[config.mk]
export PLATFORM = sky130hd
export DESIGN_NAME = requant_int32_uint8
export DESIGN_NICKNAME = d
export VERILOG_FILES = /design/src/rtl/requant_int32_uint8.sv
export SDC_FILE = /design/constraint.sdc
export NUM_CORES = 2
export LEC_CHECK = 0
export BUFFER_PORTS_ARGS = -buffer_cell sky130_fd_sc_hd__clkbuf_2
export CORE_MARGIN = 2
export CORE_UTILIZATION = 42
export CTS_CLUSTER_SIZE = 14
export DETAILED_ROUTE_END_ITERATION = 10
export SLEW_MARGIN = 5
export SYNTH_ARGS = -nofsm -noshare
export SYNTH_HDL_FRONTEND = slang
export SYNTH_SLANG_ARGS = --single-unit
[constraint.sdc]
create_clock -name clock -period 9.4 [get_ports clock]
set_input_delay 0.94 -clock clock [delete_from_list [all_inputs] [get_ports clock]]
set_output_delay 0.94 -clock clock [all_outputs]
set_load 0.02 [all_outputs]
[src/rtl/requant_int32_uint8.sv]
// requant_int32_uint8: 3-stage int32 -> uint8 requantizer (bias add, fixed-point scale, rounding shift, zero point, clamp).
// Defining REQUANT_SAT_CNT_EN adds sat_count, a saturating 16-bit count of clamped output handshakes.
module requant_int32_uint8 #(
    parameter int MULT_W  = 16,
    parameter int SHIFT_W = 5
) (
    input  logic               clock,
    input  logic               reset,
    input  logic               in_valid,
    output logic               in_ready,
    input  logic [31:0]        acc_in,
    input  logic [31:0]        bias_in,
    input  logic [MULT_W-1:0]  mult_in,
    input  logic [SHIFT_W-1:0] shift_in,
    input  logic [7:0]         zero_point,
    input  logic [7:0]         act_min,
    input  logic [7:0]         act_max,
    output logic               out_valid,
    input  logic               out_ready,
    output logic [7:0]         out_data,
    output logic               out_sat
`ifdef REQUANT_SAT_CNT_EN
    ,
    output logic [15:0]        sat_count
`endif
);
    localparam int PROD_W = 32 + MULT_W;
    localparam int EXT_W  = PROD_W + 1;

    logic                     w_adv;
    logic signed [32:0]       w_sum33;
    logic        [31:0]       w_sum32;
    logic signed [PROD_W-1:0] w_prod;
    logic signed [EXT_W-1:0]  w_prodExt;
    logic signed [EXT_W-1:0]  w_half;
    logic signed [EXT_W-1:0]  w_r;
    logic signed [EXT_W-1:0]  w_v;
    logic signed [EXT_W-1:0]  w_zpExt;
    logic signed [EXT_W-1:0]  w_minExt;
    logic signed [EXT_W-1:0]  w_maxExt;
    logic        [7:0]        w_res;
    logic                     w_satNext;

    logic                     r_v1;
    logic                     r_v2;
    logic                     r_v3;
    logic        [31:0]       r_sum1;
    logic        [MULT_W-1:0] r_mult1;
    logic       [SHIFT_W-1:0] r_shift1;
    logic       [SHIFT_W-1:0] r_shift2;
    logic signed [PROD_W-1:0] r_prod2;
    logic        [7:0]        r_data;
    logic                     r_sat;

    // The whole pipe moves in lockstep; bubbles are kept, so only the output stall can block it.
    assign w_adv     = out_ready | ~r_v3;
    assign in_ready  = w_adv;
    assign out_valid = r_v3;
    assign out_data  = r_data;
    assign out_sat   = r_sat;

    assign w_sum33 = $signed({acc_in[31], acc_in}) + $signed({bias_in[31], bias_in});

    always_comb begin
        w_sum32 = w_sum33[31:0];
        if (w_sum33[32] != w_sum33[31]) begin
            w_sum32 = w_sum33[32] ? 32'h8000_0000 : 32'h7FFF_FFFF;
        end
    end

    assign w_prod = $signed({{MULT_W{r_sum1[31]}}, r_sum1}) * $signed({32'd0, r_mult1});

    // One guard bit above the product keeps the rounding add from overflowing.
    assign w_prodExt = {r_prod2[PROD_W-1], r_prod2};

    always_comb begin
        w_half = '0;
        if (r_shift2 != '0) begin
            w_half[r_shift2 - SHIFT_W'(1)] = 1'b1;
        end
    end

    assign w_r      = (w_prodExt + w_half) >>> r_shift2;
    assign w_zpExt  = $signed({{(EXT_W-8){1'b0}}, zero_point});
    assign w_minExt = $signed({{(EXT_W-8){1'b0}}, act_min});
    assign w_maxExt = $signed({{(EXT_W-8){1'b0}}, act_max});
    assign w_v      = w_r + w_zpExt;

    // Lower clamp first, then upper; an inverted range therefore always lands on act_max.
    always_comb begin
        w_res = w_v[7:0];
        if (w_v < w_minExt) begin
            w_res = act_min;
            if (act_min > act_max) begin
                w_res = act_max;
            end
        end else if (w_v > w_maxExt) begin
            w_res = act_max;
        end
        w_satNext = (w_v != $signed({{(EXT_W-8){1'b0}}, w_res}));
    end

    always_ff @(posedge clock) begin
        if (reset) begin
            r_v1     <= 1'b0;
            r_v2     <= 1'b0;
            r_v3     <= 1'b0;
            r_sum1   <= '0;
            r_mult1  <= '0;
            r_shift1 <= '0;
            r_shift2 <= '0;
            r_prod2  <= '0;
            r_data   <= '0;
            r_sat    <= 1'b0;
        end else if (w_adv) begin
            r_v1     <= in_valid;
            r_sum1   <= w_sum32;
            r_mult1  <= mult_in;
            r_shift1 <= shift_in;
            r_v2     <= r_v1;
            r_prod2  <= w_prod;
            r_shift2 <= r_shift1;
            r_v3     <= r_v2;
            r_data   <= w_res;
            r_sat    <= w_satNext;
        end
    end

`ifdef REQUANT_SAT_CNT_EN
    logic [15:0] r_satCnt;

    // Counts clamped results as they are consumed downstream, sticking at all-ones.
    always_ff @(posedge clock) begin
        if (reset) begin
            r_satCnt <= '0;
        end else if (r_v3 && out_ready && r_sat && (r_satCnt != 16'hFFFF)) begin
            r_satCnt <= r_satCnt + 16'd1;
        end
    end

    assign sat_count = r_satCnt;
`endif

endmodule

; After elaboration in Yosys (flattened, before gate mapping)
; Cells that the tools add are included.
[op_classes]
order_cmp = 5
n_reduce_logical = 2
n_shift = 1
bitwise_logic = 2
div_mod_pow = 0
add_sub_neg = 4
multipliers = 1
mux = 8
n_eq_ne = 2
[op_table]
columns = operator, n
row1 = 32-bit 2-to-1 mux, 3
row2 = 48-bit by 33-bit adder with 49-bit output, 1
row3 = 49-bit by 9-bit adder with 49-bit output, 1
row4 = 49-bit by 9-bit greater-than comparator with 1-bit output, 1
row5 = 49-bit by 9-bit less-than comparator with 1-bit output, 1
row6 = 49-bit by 9-bit inequality test with 1-bit output, 1
row7 = 49-bit by 5-bit >>> shifter with 49-bit output, 1
row8 = 32-bit by 17-bit multiplier with 48-bit output, 1
row9 = 32-bit by 32-bit adder with 33-bit output, 1
row10 = 8-bit 2-to-1 mux, 3
row11 = 8-bit greater-than comparator, 1
row12 = 5-bit by 7-bit less-than comparator with 1-bit output (second input constant), 1
row13 = 1-bit demux with 5-bit select, 1
row14 = 5-bit by 1-bit >= comparator with 1-bit output (second input constant), 1
row15 = 5-bit nonzero test, 1
row16 = 5-bit by 1-bit subtractor with 5-bit output (second input constant), 1
row17 = 1-bit logical AND, 1
row18 = 1-bit 2-to-1 mux, 1
row19 = 1-bit inequality test, 1
row20 = 1-bit NOT, 1
row21 = 1-bit bitwise OR, 1
[totals]
ramBits = 0
n_memories = 0
word_cells = 35
romBits = 0
register_bits = 118
latchBits = 0

; Depth between registers and ports, before layout
[logic_depth]
depth_word = 13
depth_mapped = 47
ltp_nobuf = 39

; Least setup slack after synthesis
; No wires, ideal clock.
[synth_path]
kind = register to register
from = register r_shift2[4]
to = register r_sat, in the netlist out_sat
n_path_buf = 8
arrival_time_ps = 9367
setup_ps = 121
slack_ps = -88
path_stages_with_launch = 43
synth_period_minus_slack_ps = 9488
cell_sequence = dfxtp_1 > clkbuf_1 > clkbuf_1 > clkbuf_1 > buf_1 > clkbuf_1 > clkbuf_1 > buf_1 > nor3_1 > ha_1 > o211ai_1 > o21ai_2 > a21o_1 > a2111oi_0 > or3_1 > mux2_2 > a211oi_1 > a21oi_1 > [7 not listed] > o21bai_1 > a21oi_1 > o21bai_1 > a21o_1 > nand2_1 > a221o_1 > nand4b_1 > or4_1 > nor3_1 > o211ai_1 > nor4_2 > nand4_2 > o31a_1 > buf_6 > o221a_1 > a221oi_2 > a31o_1 > a21oi_2
[synth_between]
elab_chain_len = 13
word_cells_on_any_way = 16
classes_between = add/sub (3) / order compare (4) / eq/ne (1) / shift (1) / mux (5) / reduce/logical (2)
[synth_rtl]
columns = item, line
row1 = "start, declared", 50  ; logic [SHIFT_W-1:0] r_shift2;
row2 = "start signal, assigned", 122  ; r_shift2 <= r_shift1;
row3 = 5-bit by 1-bit subtractor with 5-bit output, 79  ; w_half[r_shift2 - SHIFT_W'(1)] = 1'b1;
row4 = 5-bit by 7-bit less-than comparator with 1-bit output (implied by the code) or 5-bit by 1-bit >= comparator with 1-bit output (tied branches), 79
row5 = 1-bit logical AND (implied by the code), 79
row6 = 1-bit 2-to-1 mux (implied by the code), 79
row7 = 1-bit demux with 5-bit select, 79
row8 = 32-bit 2-to-1 mux, 78  ; if (r_shift2 != '0) begin
row9 = 48-bit by 33-bit adder with 49-bit output, 83  ; assign w_r = (w_prodExt + w_half) >>> r_shift2;
row10 = 49-bit by 5-bit >>> shifter with 49-bit output *, 83
row11 = 49-bit by 9-bit adder with 49-bit output *, 87  ; assign w_v = w_r + w_zpExt;
row12 = 49-bit by 9-bit greater-than comparator with 1-bit output, 97  ; end else if (w_v > w_maxExt) begin
row13 = 8-bit 2-to-1 mux, 97
row14 = 8-bit 2-to-1 mux, 92  ; if (w_v < w_minExt) begin
row15 = 49-bit by 9-bit inequality test with 1-bit output *, 100  ; w_satNext = (w_v != $signed({{(EXT_W-8){1'b0}}, w_res}));
row16 = "end signal, assigned", 125  ; r_sat <= w_satNext;
row17 = "end, declared", 53  ; logic r_sat;
; Mark *: on every way between the ends. The rest lies on a longest branch, timed or not.
; A chain may end at the register's enable or synchronous reset.

; Final worst setup path
[layout_path]
from = register r_shift2[2]
to = register r_sat, in the netlist out_sat
; The elaborated chain is that of the path after synthesis.

==> flow_metrics.env <==
export IMPL_worstSkewPairLatency_ns=0.52
export IMPL_finClkSkew_ns=0.0293
export IMPL_fmax_mhz=113
export IMPL_drt_initial_drc_count=2794
export IMPL_combPwrFrac_pct=78.9
export IMPL_crit_arrival_ns=9.20
export IMPL_post_drt_wl_per_cell_um=21.1
export IMPL_clk_path_buf_depth=2
export IMPL_cp_max_fo=11
export IMPL_tritoncts="yes"
export IMPL_holdWs_ns=0.442
export IMPL_grt_pass1_wl_um=186000
export IMPL_n_fill_cell=8232
export IMPL_grt_overflow=0
export IMPL_wl_met1_um=50400
export IMPL_worst_pin_slew_ns=1.04
export IMPL_wl_um=116000
export IMPL_syn_to_final_growth_pct=7.83
export IMPL_period_needed_ns=8.83
export IMPL_grt_max_degree=75
export IMPL_via_per_inst=5.87
export IMPL_hold_viol_final=0
export IMPL_cp_end_kind="flip-flop"
export IMPL_status="complete, no violations"
export IMPL_net_switching_power_mw=4.10
export IMPL_pwr_share_clk_pct=9.7
export IMPL_yosysWarnings=0
export IMPL_grt_pass1_vias=32600
export IMPL_diodes=0
export IMPL_power_density_nw_per_um2=209
export IMPL_drc=0
export IMPL_dp_hpwl_um=94000
export IMPL_synthDominantCellAreaShare_pct=28.5
export IMPL_place_gp_congestion=1.02
export IMPL_drv_slew=0
export IMPL_slowest_stage="dfxtp_1"
export IMPL_post_place_ws_ns=0.428
export IMPL_root_buffer="clkbuf_16"
export IMPL_worst_hold_path_endpoint="r_shift2[4]"
export IMPL_antenna_found_initial=0
export IMPL_synthArstFlopShare_pct=0
export IMPL_nets=5239
export IMPL_finalCritPeriodShare_pct=93.9
export IMPL_numCtsBuffers=17
export IMPL_crit_type="reg2reg"
export IMPL_max_cap_violations=0
export IMPL_die_x_um=289
export IMPL_cp_required_ns=9.78
export IMPL_synthTopCellsByArea="fa_1 29%, ha_1 7.7%, nand2_1 7.1%"
export IMPL_switching_share_pct=53.2
export IMPL_antenna_left=0
export IMPL_slew_headroom_pct=29.6
export IMPL_yosys_area_top_type="fa_1"
export IMPL_coreArea_um2=80500
export IMPL_route_met3_wl_um=8630
export IMPL_p_leak_nw=16.2
export IMPL_syn_nets=5217
export IMPL_syn_area_per_cell_um2=7.75
export IMPL_num_rows=104
export IMPL_rrSetupSlack_ns=0.57
export IMPL_seq_area_frac_synth_pct=6.92
export IMPL_top_layer="met4"
export IMPL_die_y_um=289
export IMPL_synth_cell_type_count=109
export IMPL_synth_flop_cell="dfxtp_1"
export IMPL_dieArea_um2=83600
export IMPL_cts_max_level=4
export IMPL_track_usage_pct=28.5
export IMPL_hold_depth=2
export IMPL_vias=32300
export IMPL_setup_ws_ns=0.571
export IMPL_vdd_ir_drop_max_uv=184
export IMPL_dr_pass1_iters=8
export IMPL_cts_sinks=118
export IMPL_netlist_area_um2=34200
export IMPL_io_buffers=123
export IMPL_ios=124
export IMPL_cpPeakStageDelay_ns=0.42
export IMPL_synth_edf_count=0
export IMPL_synth_seq_cells=118
export IMPL_drive_above_1_share_pct=9.12
export IMPL_min_delay_start="r_shift1[4]"
export IMPL_syn_inst=4408
export IMPL_startpoint_type="flip-flop"
export IMPL_p_int_mw=3.60
export IMPL_wl_met2_um=52800
export IMPL_clkTransAtPathRegs_ns=0.09
export IMPL_rr_startpoint="r_shift2[2]"
export IMPL_setup_violations=0
export IMPL_initial_core_util_pct=42.4
export IMPL_r2r_cells=41
export IMPL_seqPwrFrac_pct=11.4
export IMPL_rr_endpoint="out_sat"
export IMPL_min_path_type="reg2reg"
## layer usage
metal,track usage [%],vias up
met5,0,-
met4,10.5,0
met3,4.48,279
met2,45.9,1347
met1,38.6,15800
li1,-,14900
## area by class of cell
type	count	area, µm²	area share, %
clock inverters	14	188	0.510
clock buffers	18	439	1.19
repair buffers	256	1620	4.40
inverters	602	2260	6.14
flip-flops and latches	118	2370	6.43
well taps	1060	1330	3.60
multi-input cells	3435	28600	77.7
## sequential cells by signal, indices dropped and copies added, names as in the netlist
name and flops:
out_data 8, out_sat 1, out_valid 1, r_mult1 16, r_prod2 48, r_shift1 5, r_shift2 5, r_sum1 32
r_v1 1, r_v2 1
## cells by family after synthesis
kind of cell	count (synthesis)	share of synthesized area, %
simple gates	1598	22.5
compound gates	934	18.9
buf+inv	855	9.59
fa+ha+maj	727	37.1
flops	118	6.92
xor+xnor	104	2.69
mux	71	2.29
other cells	1	0.0110
## worst max-delay path by stage
stage / end / start / cells after the start
floorplan: out_sat / r_shift2[4] / 42
global placement: out_sat / r_shift2[0] / 38
detailed placement: out_sat / r_shift2[2] / 39
CTS: out_sat / r_shift2[2] / 39
global route: out_sat / r_shift2[2] / 39
finish: out_sat / r_shift2[2] / 41
## Yosys cell counts, types with 18 or more instances
master	n
nand2_1	646
inv_1	599
fa_1	487
nor2_1	257
a21oi_1	255
and2_1	217
ha_1	209
clkbuf_1	203
dfxtp_1	118
o21ai_0	114
nor3_1	101
a211oi_1	90
nand3_1	84
xnor2_1	63
nand4_1	55
mux2i_1	49
a21o_1	47
o211ai_1	43
or3_1	40
xor2_1	40
o21a_1	38
nor4_1	33
and3_1	31
maj3_1	31
a31oi_1	29
nand2b_1	28
buf_2	26
nor2b_1	21
o22ai_1	21
o21ai_1	20
mux2_2	18
## worst max-delay path: cells and delay by family, from the launching register on
family	cells	cell delay, ns
compound gates	19	3.85
simple gates	12	2.38
flops	1	0.42
fa+ha+maj	4	1.21
buf+inv	6	0.80
## cells in the final DEF, fill, tap and decap left out, types with 28 or more instances in the layout
master    Yosys  layout
a211oi_1     90      88
o211ai_1     43      43
nand4_1      55      55
inv_1       599     599
o21a_1       38      38
o21ai_0     114     114
nor2_1      257     257
a31oi_1      29      28
xnor2_1      63      63
or3_1        40      40
buf_4         7     133
a21oi_1     255     255
clkbuf_2      0     122
ha_1        209     209
dfxtp_1     118     114
maj3_1       31      31
nor4_1       33      33
nand2_1     646     643
nor3_1      101     101
and2_1      217     217
nand2b_1     28      28
fa_1        487     487
xor2_1       40      38
and3_1       31      31
a21o_1       47      47
mux2i_1      49      49
nand3_1      84      84
## repair_timing
action	4_1_cts	5_1_grt
hold endpoints to repair	0	0
resized for setup	0	19
hold buffers	0	0
endpoints found under the setup margin	0	8
buffers inserted	0	1
## per-stage QoR
stage / cell area [µm²] / std cells / power [mW] / utilization [%] / setup TNS, ns
floorplan: 34200 / 4408 / 5.41 / - / 0
global placement: 36100 / 5470 / 6.87 / 44.8 / 0
detailed placement: 36100 / 5470 / 6.91 / 44.8 / 0
CTS: 36700 / 5502 / 7.71 / 45.6 / 0
global route: 36800 / 5503 / 8.59 / 45.7 / -0.00551
finish: 36800 / 5503 / 7.71 / 45.7 / 0
## power groups by stage
| stage | logic (mW) | registers (mW) | clock network, mW |
|---|---|---|---|
| after floorplan | 4.69 | 0.713 | 0 |
| after global placement | 5.99 | 0.882 | 0 |
| after detailed placement | 6.02 | 0.883 | 0 |
| after CTS | 6.07 | 0.872 | 0.765 |
| after global routing | 6.91 | 0.897 | 0.781 |
| final | 6.08 | 0.881 | 0.744 |
(Power assumes the default switching activity.)
